$ cat config.mk
export PLATFORM = sky130hd
export DESIGN_NAME = tmds_encoder_8b10b
export DESIGN_NICKNAME = d
export VERILOG_FILES = /design/src/rtl/tmds_pkg.sv /design/src/rtl/tmds_qm_stage.sv /design/src/rtl/tmds_encoder_8b10b.sv
export SDC_FILE = /design/constraint.sdc
export NUM_CORES = 1
export LEC_CHECK = 0
export BUFFER_PORTS_ARGS = -buffer_cell sky130_fd_sc_hd__buf_2
export CORE_MARGIN = 2
export CORE_UTILIZATION = 30
export DETAILED_ROUTE_END_ITERATION = 10
export GPL_TIMING_DRIVEN = 1
export SETUP_SLACK_MARGIN = 0.4
export SYNTH_ARGS = -nofsm -noshare
export SYNTH_HDL_FRONTEND = slang
export SYNTH_SLANG_ARGS = --single-unit
$ cat constraint.sdc
create_clock -name clkin -period 9.7 [get_ports clkin]
set_input_delay 0.97 -clock clkin [delete_from_list [all_inputs] [get_ports clkin]]
set_output_delay 0.97 -clock clkin [all_outputs]
set_load 0.02 [all_outputs]
$ cat src/rtl/tmds_pkg.sv
// Shared TMDS definitions: symbol width, control tokens and a ones-count helper.
package tmds_pkg;

  localparam int TMDS_SYM_W = 10;

  localparam logic [TMDS_SYM_W-1:0] TMDS_CTL0 = 10'b1101010100;
  localparam logic [TMDS_SYM_W-1:0] TMDS_CTL1 = 10'b0010101011;
  localparam logic [TMDS_SYM_W-1:0] TMDS_CTL2 = 10'b0101010100;
  localparam logic [TMDS_SYM_W-1:0] TMDS_CTL3 = 10'b1010101011;

  function automatic logic [3:0] popcount8(input logic [7:0] v);
    logic [3:0] n;
    n = '0;
    for (int i = 0; i < 8; i++) begin
      n = n + {3'b000, v[i]};
    end
    return n;
  endfunction

endpackage

$ cat src/rtl/tmds_qm_stage.sv
// TMDS transition-minimisation ranks: input capture (S1) and q_m generation (S2).
module tmds_qm_stage
  import tmds_pkg::*;
(
  input  logic       clkin,
  input  logic       rstin,
  input  logic [7:0] din,
  input  logic       de,
  input  logic       c0,
  input  logic       c1,
  output logic [8:0] q_m_p1,
  output logic [3:0] n1q_p1,
  output logic [3:0] n0q_p1,
  output logic       vld_p1,
  output logic [1:0] ctl_p1
);

  logic [7:0] din_p0;
  logic       vld_p0;
  logic [1:0] ctl_p0;
  logic [3:0] n1d_p0;
  logic [8:0] q_m;
  logic [3:0] n1q;

  // S1: capture the pixel slot together with its ones count
  always_ff @(posedge clkin or posedge rstin) begin
    if (rstin) begin
      din_p0 <= '0;
      vld_p0 <= 1'b0;
      ctl_p0 <= '0;
      n1d_p0 <= '0;
    end else begin
      din_p0 <= din;
      vld_p0 <= de;
      ctl_p0 <= {c1, c0};
      n1d_p0 <= popcount8(din);
    end
  end

  // Pick the XOR or XNOR chain (whichever gives fewer transitions) and build q_m
  always_comb begin
    logic       use_xnor;
    logic [8:0] qm_v;
    use_xnor = (n1d_p0 > 4'd4) || ((n1d_p0 == 4'd4) && !din_p0[0]);
    qm_v     = '0;
    qm_v[0]  = din_p0[0];
    for (int i = 1; i < 8; i++) begin
      qm_v[i] = use_xnor ? ~(qm_v[i-1] ^ din_p0[i]) : (qm_v[i-1] ^ din_p0[i]);
    end
    qm_v[8] = ~use_xnor;
    q_m     = qm_v;
    n1q     = popcount8(qm_v[7:0]);
  end

  // S2: register q_m and its ones/zeros counts for the balance stage
  always_ff @(posedge clkin or posedge rstin) begin
    if (rstin) begin
      q_m_p1 <= '0;
      n1q_p1 <= '0;
      n0q_p1 <= '0;
      vld_p1 <= 1'b0;
      ctl_p1 <= '0;
    end else begin
      q_m_p1 <= q_m;
      n1q_p1 <= n1q;
      n0q_p1 <= 4'd8 - n1q;
      vld_p1 <= vld_p0;
      ctl_p1 <= ctl_p0;
    end
  end

endmodule

$ cat src/rtl/tmds_encoder_8b10b.sv
// Per-channel TMDS 8b/10b encoder: q_m stages plus DC-balance / control-token rank (S3).
module tmds_encoder_8b10b
  import tmds_pkg::*;
#(
  parameter int DISP_W = 5
)
(
  input  logic                  clkin,
  input  logic                  rstin,
  input  logic [7:0]            din,
  input  logic                  c0,
  input  logic                  c1,
  input  logic                  de,
  output logic [TMDS_SYM_W-1:0] dout
);

  logic [8:0] q_m_p1;
  logic [3:0] n1q_p1;
  logic [3:0] n0q_p1;
  logic       vld_p1;
  logic [1:0] ctl_p1;

  logic signed [DISP_W-1:0] cnt_p2;
  logic signed [DISP_W-1:0] cnt_nxt;
  logic signed [DISP_W-1:0] disp;
  logic signed [DISP_W-1:0] qm8_x2;
  logic signed [DISP_W-1:0] nqm8_x2;
  logic [TMDS_SYM_W-1:0]    sym_nxt;
  logic                     cnt_zero;
  logic                     disp_zero;
  logic                     same_sign;

  tmds_qm_stage u_qm (
    .clkin  (clkin),
    .rstin  (rstin),
    .din    (din),
    .de     (de),
    .c0     (c0),
    .c1     (c1),
    .q_m_p1 (q_m_p1),
    .n1q_p1 (n1q_p1),
    .n0q_p1 (n0q_p1),
    .vld_p1 (vld_p1),
    .ctl_p1 (ctl_p1)
  );

  // Choose the output symbol and the running-disparity update for this slot
  always_comb begin
    disp      = DISP_W'(n1q_p1) - DISP_W'(n0q_p1);
    qm8_x2    = DISP_W'({q_m_p1[8], 1'b0});
    nqm8_x2   = DISP_W'({~q_m_p1[8], 1'b0});
    cnt_zero  = (cnt_p2 == '0);
    disp_zero = (disp == '0);
    same_sign = !cnt_zero && !disp_zero && (cnt_p2[DISP_W-1] == disp[DISP_W-1]);
    sym_nxt   = TMDS_CTL0;
    cnt_nxt   = '0;
    if (!vld_p1) begin
      // Blanking resets the disparity so every active line starts balanced
      case (ctl_p1)
        2'b00:   sym_nxt = TMDS_CTL0;
        2'b01:   sym_nxt = TMDS_CTL1;
        2'b10:   sym_nxt = TMDS_CTL2;
        default: sym_nxt = TMDS_CTL3;
      endcase
    end else if (cnt_zero || disp_zero) begin
      sym_nxt = {~q_m_p1[8], q_m_p1[8], q_m_p1[8] ? q_m_p1[7:0] : ~q_m_p1[7:0]};
      cnt_nxt = q_m_p1[8] ? (cnt_p2 + disp) : (cnt_p2 - disp);
    end else if (same_sign) begin
      sym_nxt = {1'b1, q_m_p1[8], ~q_m_p1[7:0]};
      cnt_nxt = cnt_p2 + qm8_x2 - disp;
    end else begin
      sym_nxt = {1'b0, q_m_p1[8], q_m_p1[7:0]};
      cnt_nxt = cnt_p2 + disp - nqm8_x2;
    end
  end

  // S3: register the symbol and the running disparity
  always_ff @(posedge clkin or posedge rstin) begin
    if (rstin) begin
      dout   <= '0;
      cnt_p2 <= '0;
    end else begin
      dout   <= sym_nxt;
      cnt_p2 <= cnt_nxt;
    end
  end

endmodule

==> reports/metrics.yaml, run 1 <==
placement:
  io_buffers: 22
  placed_area_sq_um: 2900
  dpl.hpwl_um: 3400
  pre_cts_slack_ns: 5.69
  gp_congestion: 0.778
timing:
  tightestPinTransition_ns: 0.935
  finalHoldViolCount: 0
  fmax_mhz: 251
  layout_min_cycle_time_ns: 3.98
  fin_crit_sh_pct: 41.0
  tns_ns: 0
  grt_setup_unrepaired: "no"
  setup-violations-final: 0
  fin_ws_ns: 5.72
  slew_headroom_pct: 37.6
  skew_ns: 0.00668
  slew_violations: 0
global_route:
  grt_pass1_wl_um: 7560
  antenna_found_initial: 0
  grt_overflow: 0
  track_usage_pct: 9.96
  first_global_vias: 1592
  grt_max_degree: 49
worst_setup_path:
  crit_path_frequent_cell: "fa_1"
  arrival_ns: 4.16
  critPathCaptureType: "flop"
  cp.required_ns: 9.88
  critical_path_class: "reg -> reg"
  crit_fanout: 5
  slowest_delay_ns: 0.53
  path_cells: "nor2_1 > nand2_1 > a21oi_1 > xnor2_1 > ha_1 > inv_1 > fa_1 > inv_1 > fa_1 > fa_1 > fa_1 > inv_1 > ha_1 > xnor2_1"
  cp_slowest_cell: "fa_1"
  cp-start-kind: "flop"
clocking:
  cts_tree: "done"
  clock_sinks: 48
  cts_resized: 0
  cts.clk_slew.worst_paths_ns: 0.09
  cts-root-buf: "clkbuf_8"
  numCtsBuffers: 5
  htree_levels: 2
  cts_buffer_depth: 2
  postCtsHoldBufs: 0
  post_cts_buffers: 0
  clk_latency_ns: 0.30
route:
  dr.pass1.iters: 4
  ant_nets: 0
  drt-vias-per-instance: 4.30
  wl_per_cell_um: 11.6
  num_vias: 1571
  dr.first_iter.drc_count: 75
  wirelength_um: 4240
  drc: 0
floorplan:
  die_x_um: 98.1
  die_height_um: 98.1
  start_util_pct: 30.8
  die_area_sq_um: 9630
  pin_count: 23
  core-area_sq_um: 8640
  placementRows: 34
flow_run:
  cap_violations: 0
logic_synthesis:
  ys_async_sr_fraction_pct: 100
  ys_seq_elements: 48
  avgSynthCellArea_sq_um: 11.7
  yosys-top-cells-area: "dfrtp_1 45%, ha_1 12%, fa_1 9.0%, xnor2_1 8.6%, inv_1 5.5%"
  synth-seq-area-share_pct: 45.2
  synth.most_common_cell: "dfrtp_1"
  netlist_top_cells_count: "48 x dfrtp_1, 39 x inv_1, 26 x ha_1, 26 x xnor2_1"
  synth_flop_cell: "dfrtp_1"
  synth_cells: 228
  synth_edf_count: 0
  syn_area_sq_um: 2660
  synth.top_cell.area_share_pct: 45.2
  syn-num-nets: 279
  yosysUniqueCellTypes: 30
  synth_warnings: 0
  yosys.area.top_type: "dfrtp_1"
cells_and_area:
  diodes: 0
  fin_nets: 307
  design_area_sq_um: 3020
  drive_gt1_share_pct: 14.8
  synthToLayoutAreaGrowth_pct: 13.7
status:
  outcome: "finished, final reports clean"
min_path:
  min_path_type: "reg -> reg"
## kinds of logic after synthesis
kind of cell | Yosys count | synth area share, %
flops | 48 | 45.2
buf+inv | 40 | 5.65
fa+ha+maj | 38 | 21.3
xor+xnor | 36 | 12.1
compound gates | 34 | 8.24
simple gates | 27 | 5.13
mux | 5 | 2.35
## registers in the layout (all words and copies together) (netlist names), 2 cells and up
register / flops
dout: 10
u_qm.q_m_p1: 9
u_qm.din_p0: 8
cnt_p2: 5
u_qm.n1d_p0: 4
u_qm.n0q_p1: 3
u_qm.n1q_p1: 3
u_qm.ctl_p0: 2
u_qm.ctl_p1: 2
## metrics by stage
stage	cells	hold slack, ns	utilization (%)
after floorplan	228	0.331	-
after global routing	365	0.362	35.0
after CTS	365	0.355	35.0
final	365	0.353	35.0
after global placement	357	0.337	33.6
after detailed placement	357	0.335	33.6
## worst max-delay path: cells and delay by family (launching register included)
family | cells | cell delay, ns
xor+xnor | 2 | 0.29
simple gates | 2 | 0.14
buf+inv | 3 | 0.15
flops | 1 | 0.37
fa+ha+maj | 6 | 2.42
compound gates | 1 | 0.49
## cells in the final DEF (no fill, tap or decap), types with 2 or more instances in the layout
master and n:
clkbuf_8 6, xor2_1 9, nor3_1 5, and2_1 2, ha_1 26, a21oi_1 9, inv_1 38, dfrtp_1 48
o21ai_0 7, fa_1 12, a211oi_1 2, buf_2 22, nand2_1 2, nor2b_1 2, xnor2_1 26, nor2_1 12
a21o_1 2, o21ai_1 8, mux2i_1 4
## final timing paths
kind	depth (start not counted)	end	slack (ns)	startpoint
min	0	u_qm.ctl_p1[1]$_DFF_PP0_	0.35	u_qm.ctl_p0[1]$_DFF_PP0_
max reg2reg	14	u_qm.n0q_p1[2]$_DFF_PP0_	5.72	u_qm.n1d_p0[0]$_DFF_PP0_
max in group asynchronous	2	u_qm.n1q_p1[2]$_DFF_PP0_	8.23	rstin
max	14	u_qm.n0q_p1[2]$_DFF_PP0_	5.72	u_qm.n1d_p0[0]$_DFF_PP0_
min reg2reg	0	u_qm.ctl_p1[1]$_DFF_PP0_	0.35	u_qm.ctl_p0[1]$_DFF_PP0_
min in group asynchronous	2	u_qm.n1d_p0[3]$_DFF_PP0_	0.88	rstin
## routing by layer
| metal | share of wire [%] | track usage, % | up-vias |
|---|---|---|---|
| li1 | - | - | 776 |
| met5 | 0 | 0 | - |
| met3 | 3.8 | 3.08 | 7 |
| met4 | 2.1 | 4.06 | 0 |
| met2 | 49 | 16.4 | 29 |
| met1 | 45 | 12.2 | 759 |
## cell type report
| type | count | area (sq um) |
|---|---|---|
| Fill cell | 872 | 5620 |
| Clock inverter | 2 | 38.8 |
| Clock buffer | 6 | 82.6 |
| Tap cell | 108 | 135 |
| Inverter | 39 | 146 |
| Multi-Input combinational cell | 140 | 1310 |
| Timing Repair Buffer | 22 | 110 |
| Sequential cell | 48 | 1200 |
Power of run 1 is left out: the tool's default activity adds up to more than one toggle a clock period on the data nets, which glitch-free logic cannot reach.
==> inputs of run 2 (changes only) <==
==> constraint.sdc (replaced) <==
create_clock -name clkin -period 3.85 [get_ports clkin]
set_input_delay 0.385 -clock clkin [delete_from_list [all_inputs] [get_ports clkin]]
set_output_delay 0.385 -clock clkin [all_outputs]
set_load 0.02 [all_outputs]
==> run 2 against run 1 <==
Sequential share of layout area down 1.4 points. Sequential cell count unchanged. Critical path depth down 2. Register-to-register slack worse by 5.5 ns. Setup slack worse by 5.5 ns. Design area up 3.8%. Final cell count up 1.6%. Clock skew up 0.0039 ns. First-iteration DRC count down 47%.
==> reports/metrics.yaml, run 2 (same netlist as run 1, synthesis figures left out) <==
status:
  outcome: "finished, final reports clean"
timing:
  setup-violations-final: 0  # unchanged
  tightestPinTransition_ns: 0.962  # +0.0267 ns
  layout_min_cycle_time_ns: 3.61  # -0.368 ns
  slew_violations: 0  # unchanged
  skew_ns: 0.0106  # +0.00387 ns
  finalHoldViolCount: 0  # unchanged
  grt_setup_unrepaired: "yes"
  fin_crit_sh_pct: 93.7  # +53 points
  fmax_mhz: 277  # +10%
  slew_headroom_pct: 35.8  # -1.8 points
  tns_ns: 0  # unchanged
cells_and_area:
  synthToLayoutAreaGrowth_pct: 17.9
  layout_common_cells: "47 x dfrtp_1, 36 x inv_1, 26 x ha_1, 23 x xnor2_1, 22 x buf_2"
  top_register: "dout"
  regArea_sq_um: 1200  # +0.10%
  diodes: 0  # unchanged
  multi_input_area_sq_um: 1380  # +5.7%
  largest_register_ffs: 10  # unchanged
  fin_nets: 313  # +2.0%
  drive_gt1_share_pct: 20.5  # +5.7 points
  largest_registers: "dout: 10 flops, u_qm.q_m_p1: 9 flops, u_qm.din_p0: 8 flops"
  fillers: 840  # -3.7%
  layout_commonest_cell: "dfrtp_1"
worst_setup_path:
  cp.required_ns: 4.07  # -5.81 ns
  crit_path_frequent_cell: "fa_1"
  path_cells: "xor2_4 > xnor2_2 > ha_1 > inv_2 > fa_1 > inv_2 > fa_1 > fa_2 > fa_1 > xor2_1 > nor3_1 > xor2_1"
  arrival_ns: 3.83  # -0.33 ns
  crit_fanout: 4  # -1
  critical_path_class: "reg -> reg"
  critPathCaptureType: "flop"
  cp_slowest_cell: "fa_1"
  path_buf_inv: 2  # -1
  cp-start-kind: "flop"
  path_depth: 12  # -2
  reg2reg_depth: 12  # -2
  slowest_delay_ns: 0.51  # -0.02 ns
  path_delay_family: "adder cells"
floorplan:
  die_x_um: 98.1  # unchanged
  die_height_um: 98.1  # unchanged
  placementRows: 34  # unchanged
  start_util_pct: 30.8  # unchanged
  die_area_sq_um: 9630  # unchanged
  core-area_sq_um: 8640  # unchanged
  pin_count: 23  # unchanged
route:
  drt-vias-per-instance: 4.34  # +0.83%
  dr.first_iter.drc_count: 40  # -47%
  route.met2.wl_um: 2310  # +12%
  ant_nets: 0  # unchanged
  num_vias: 1610  # +2.5%
  drc: 0  # unchanged
  wirelength_um: 4460  # +5.3%
  drt-met1-wl_um: 1940  # +0.88%
  wl_met3_um: 144  # -10%
  dr.pass1.iters: 4  # unchanged
  wl_per_cell_um: 12.0  # +3.6%
  top_layer: "met4"
global_route:
  grt_overflow: 0  # unchanged
  grt_max_degree: 49  # unchanged
  first_global_vias: 1733  # +8.9%
  grt_pass1_wl_um: 7980  # +5.7%
  antenna_found_initial: 0  # unchanged
  track_usage_pct: 10.5  # +0.54 points
placement:
  gp_congestion: 0.826  # +6.1%
  dpl.hpwl_um: 3560  # +4.6%
  io_buffers: 22  # unchanged
min_path:
  holdPathStages: 1  # +1
  min_path_type: "in -> reg"
clocking:
  cts-root-buf: "clkbuf_8"
  cts.clk_slew.worst_paths_ns: 0.09  # about the same
  htree_levels: 2  # unchanged
  numCtsBuffers: 5  # unchanged
  cts_tree: "done"
  clock_sinks: 48  # unchanged
  clk_latency_ns: 0.30  # about the same
  cts_buffer_depth: 2  # unchanged
flow_run:
  cap_violations: 0  # unchanged
-- run 2: changes by cell type in the layout (fill, tap and decap cells not counted), sizes merged --
cell      previous run  this run
clkinvlp             0         1
clkinv               1         0
buf                 22        28
inv                 39        40
clkbuf               6         5
-- run 2: final cells by class --
| cell class | instances | area share (%) |
|---|---|---|
| Clock inverter | 3 | 1.48 |
| Clock buffer | 5 | 2.20 |
| Multi-Input combinational cell | 140 | 44.0 |
| Timing Repair Buffer | 28 | 4.95 |
| Sequential cell | 48 | 38.4 |
| Inverter | 39 | 4.67 |
| Tap cell | 108 | 4.31 |
-- run 2: per-layer routing --
metal	vias to the layer above	GRT usage, %
li1	788	-
met1	789	12.1
met2	27	18.4
met3	6	3.08
met4	0	3.85
met5	-	0
-- run 2: worst paths after layout --
kind | from | end | slack, ns
max in group asynchronous | rstin | u_qm.din_p0[0]$_DFF_PP0_ | 2.90
min in group asynchronous | rstin | u_qm.din_p0[4]$_DFF_PP0_ | 0.30
worst max register to register | u_qm.din_p0[0]$_DFF_PP0_ | u_qm.n0q_p1[3]$_DFF_PP0_ | 0.24
worst min register to register | u_qm.ctl_p0[0]$_DFF_PP0_ | u_qm.ctl_p1[0]$_DFF_PP0_ | 0.35
worst max-delay path | u_qm.din_p0[0]$_DFF_PP0_ | u_qm.n0q_p1[3]$_DFF_PP0_ | 0.24
worst min-delay path | de | u_qm.vld_p0$_DFF_PP0_ | 0.18
-- run 2: stage by stage --
step                utilization (%)  std cells  hold slack (ns)  area [sq um]  setup slack (ns)
floorplan                         -        228            0.331          2690             0.371
global placement               34.1        358            0.341          2940             0.269
detailed placement             34.1        358            0.339          2940             0.199
CTS                            35.7        369            0.167          3080             0.237
global route                   36.3        371            0.165          3130            0.0397
finish                         36.3        371            0.181          3130             0.241
-- run 2: timing repair --
action	in CTS	in global routing
pin swaps	2	3
setup buffers	3	2
gates resized for setup	1	6
setup endpoints to repair	3	4
hold buffers	0	0
Power of run 2 is left out for the same reason.
==> inputs of run 3 (changes only) <==
--- a/config.mk
+++ b/config.mk
@@ -9,7 +9,7 @@
 export CORE_MARGIN = 2
 export CORE_UTILIZATION = 30
 export DETAILED_ROUTE_END_ITERATION = 10
-export GPL_TIMING_DRIVEN = 1
+export GPL_TIMING_DRIVEN = 0
 export SETUP_SLACK_MARGIN = 0.4
 export SYNTH_ARGS = -nofsm -noshare
 export SYNTH_HDL_FRONTEND = slang
==> constraint.sdc (replaced) <==
create_clock -name clkin -period 3.3 [get_ports clkin]
set_input_delay 0.33 -clock clkin [delete_from_list [all_inputs] [get_ports clkin]]
set_output_delay 0.33 -clock clkin [all_outputs]
set_load 0.02 [all_outputs]
==> run 3 against run 2 <==
The run now ends with setup timing left. Register-to-register slack worse by 0.49 ns. Via count decreased by 0.68%. Setup slack got worse by 0.49 ns. Worst hold slack got worse by 0.049 ns. Clock skew shrank 0.0064 ns. Non-clock buffer count up 5. Maximum frequency rose by 1.8%. Wire length down 4.1%. Sequential share of layout area shrank 1.1 points. First-iteration DRC count down 53%. Sequential cell count did not move. Clock-buffer cell count grew 1. Highest routed layer unchanged.
==> reports/metrics.yaml, run 3 (same netlist as run 1, synthesis figures left out) <==
clocking:
  cts-root-buf: "clkbuf_8"
  cts_tree: "done"
  clk_latency_ns: 0.30  # about the same
  htree_levels: 2  # unchanged
  cts.clk_slew.worst_paths_ns: 0.09  # about the same
  numCtsBuffers: 5  # unchanged
  cts_buffer_depth: 2  # unchanged
  clock_sinks: 48  # unchanged
timing:
  tightestPinTransition_ns: 0.516  # -0.446 ns
  grt_setup_unrepaired: "yes"
  fin_crit_sh_pct: 107  # +14 points
  fin_ws_ns: -0.245  # -0.487 ns
  fmax_mhz: 282  # +1.8%
  slew_headroom_pct: 65.4  # +30 points
  whs_ns: 0.132  # -0.0494 ns
  tns_ns: -0.638  # -0.638 ns
  slew_violations: 0  # unchanged
  finalHoldViolCount: 0  # unchanged
  skew_ns: 0.00417  # -0.00638 ns
  layout_min_cycle_time_ns: 3.55  # -0.0632 ns
  setup-violations-final: 4  # +4
floorplan:
  placementRows: 34  # unchanged
  die_area_sq_um: 9630  # unchanged
  start_util_pct: 30.8  # unchanged
  die_height_um: 98.1  # unchanged
  die_x_um: 98.1  # unchanged
  pin_count: 23  # unchanged
  core-area_sq_um: 8640  # unchanged
cells_and_area:
  top_register: "dout"
  largest_register_ffs: 10  # unchanged
  final_util_pct: 37.4  # +1.1 points
  layout_common_cells: "47 x dfrtp_1, 36 x inv_1, 25 x ha_1, 22 x buf_2, 21 x xnor2_1"
  fillers: 862  # +2.6%
  synthToLayoutAreaGrowth_pct: 21.5
  layout_commonest_cell: "dfrtp_1"
  fin_nets: 318  # +1.6%
  drive_gt1_share_pct: 23.9  # +3.3 points
  diodes: 0  # unchanged
  largest_registers: "dout: 10 flops, u_qm.q_m_p1: 9 flops, u_qm.din_p0: 8 flops"
global_route:
  track_usage_pct: 9.88  # -0.61 points
  grt_max_degree: 37  # -24%
  antenna_found_initial: 0  # unchanged
  grt_overflow: 0  # unchanged
  grt_pass1_wl_um: 7520  # -5.8%
  first_global_vias: 1633  # -5.8%
placement:
  dpl.hpwl_um: 3440  # -3.3%
  gp_congestion: 0.800  # -3.1%
  io_buffers: 22  # unchanged
min_path:
  min_path_type: "in -> reg"
  min_from: "c1"
worst_setup_path:
  cp-start-kind: "flop"
  path_cells: "xor2_4 > xnor2_4 > buf_4 > buf_4 > fa_1 > inv_1 > fa_1 > fa_2 > fa_2 > inv_2 > ha_4 > xnor2_2"
  slowest_delay_ns: 0.57  # +0.06 ns
  cp.required_ns: 3.49  # -0.58 ns
  crit_fanout: 4  # unchanged
  path_delay_family: "adder cells"
  crit_path_start: "u_qm.din_p0[1]$_DFF_PP0_"
  cp_slowest_cell: "fa_2"
  path_buf_inv: 4  # +2
  r2r-start: "u_qm.din_p0[1]$_DFF_PP0_"
  critical_path_class: "reg -> reg"
  arrival_ns: 3.73  # -0.10 ns
  critPathCaptureType: "flop"
flow_run:
  cap_violations: 0  # unchanged
route:
  drc: 0  # unchanged
  ant_nets: 0  # unchanged
  dr.pass1.iters: 4  # unchanged
  drt-vias-per-instance: 4.25  # -2.0%
  num_vias: 1599  # -0.68%
  wirelength_um: 4280  # -4.1%
  dr.first_iter.drc_count: 19  # -53%
  wl_per_cell_um: 11.4  # -5.3%
status:
  outcome: "finished with violations"
  violations: "setup timing"
==> run 3: cell type report <==
cell class	instances	area [sq um]	share of cell area, %
sequential	48	1200	37.2
inverter	39	146	4.53
clock inverter	2	13.8	0.426
timing repair buffer	32	204	6.32
clock buffer	6	82.6	2.56
multi-input combinational	140	1440	44.6
tap	108	135	4.18
buffer	1	3.75	0.116
==> run 3: final timing paths <==
kind,slack (ns),cells past startpoint,end
max in group asynchronous,2.34,4,cnt_p2[0]$_DFF_PP0_
min reg2reg,0.36,0,u_qm.ctl_p1[0]$_DFF_PP0_
min in group asynchronous,0.51,3,u_qm.din_p0[4]$_DFF_PP0_
min,0.13,1,u_qm.ctl_p0[1]$_DFF_PP0_
max,-0.25,12,u_qm.n0q_p1[2]$_DFF_PP0_
max reg2reg,-0.25,12,u_qm.n0q_p1[2]$_DFF_PP0_
==> run 3: metrics by stage <==
step / setup slack (ns) / instance area, sq um / cells
2_1_floorplan: -0.175 / 2700 / 228
3_3_place_gp: -0.354 / 2950 / 358
3_5_place_dp: -0.388 / 2970 / 359
4_1_cts: -0.284 / 3110 / 373
5_1_grt: -0.381 / 3230 / 376
6_report: -0.245 / 3230 / 376
==> run 3: routing by layer <==
layer  share of wire [%]  track usage [%]  wire [um]  vias to the layer above
li1                    -                -          -                      794
met1                  42             11.7       1800                      777
met2                  53             16.7       2250                       24
met3                 3.7             3.01        160                        4
met4                 1.6             4.17         68                        0
met5                   0                0          0                        -
==> run 3: what timing repair did <==
item                                   in CTS  in global routing
resized for setup                           1                 14
endpoints found under the hold margin      12                  0
hold buffers                                1                  0
setup endpoints to repair                   6                  6
pin swaps                                   2                  2
buffers inserted                            5                  3
Power of run 3 is left out for the same reason.
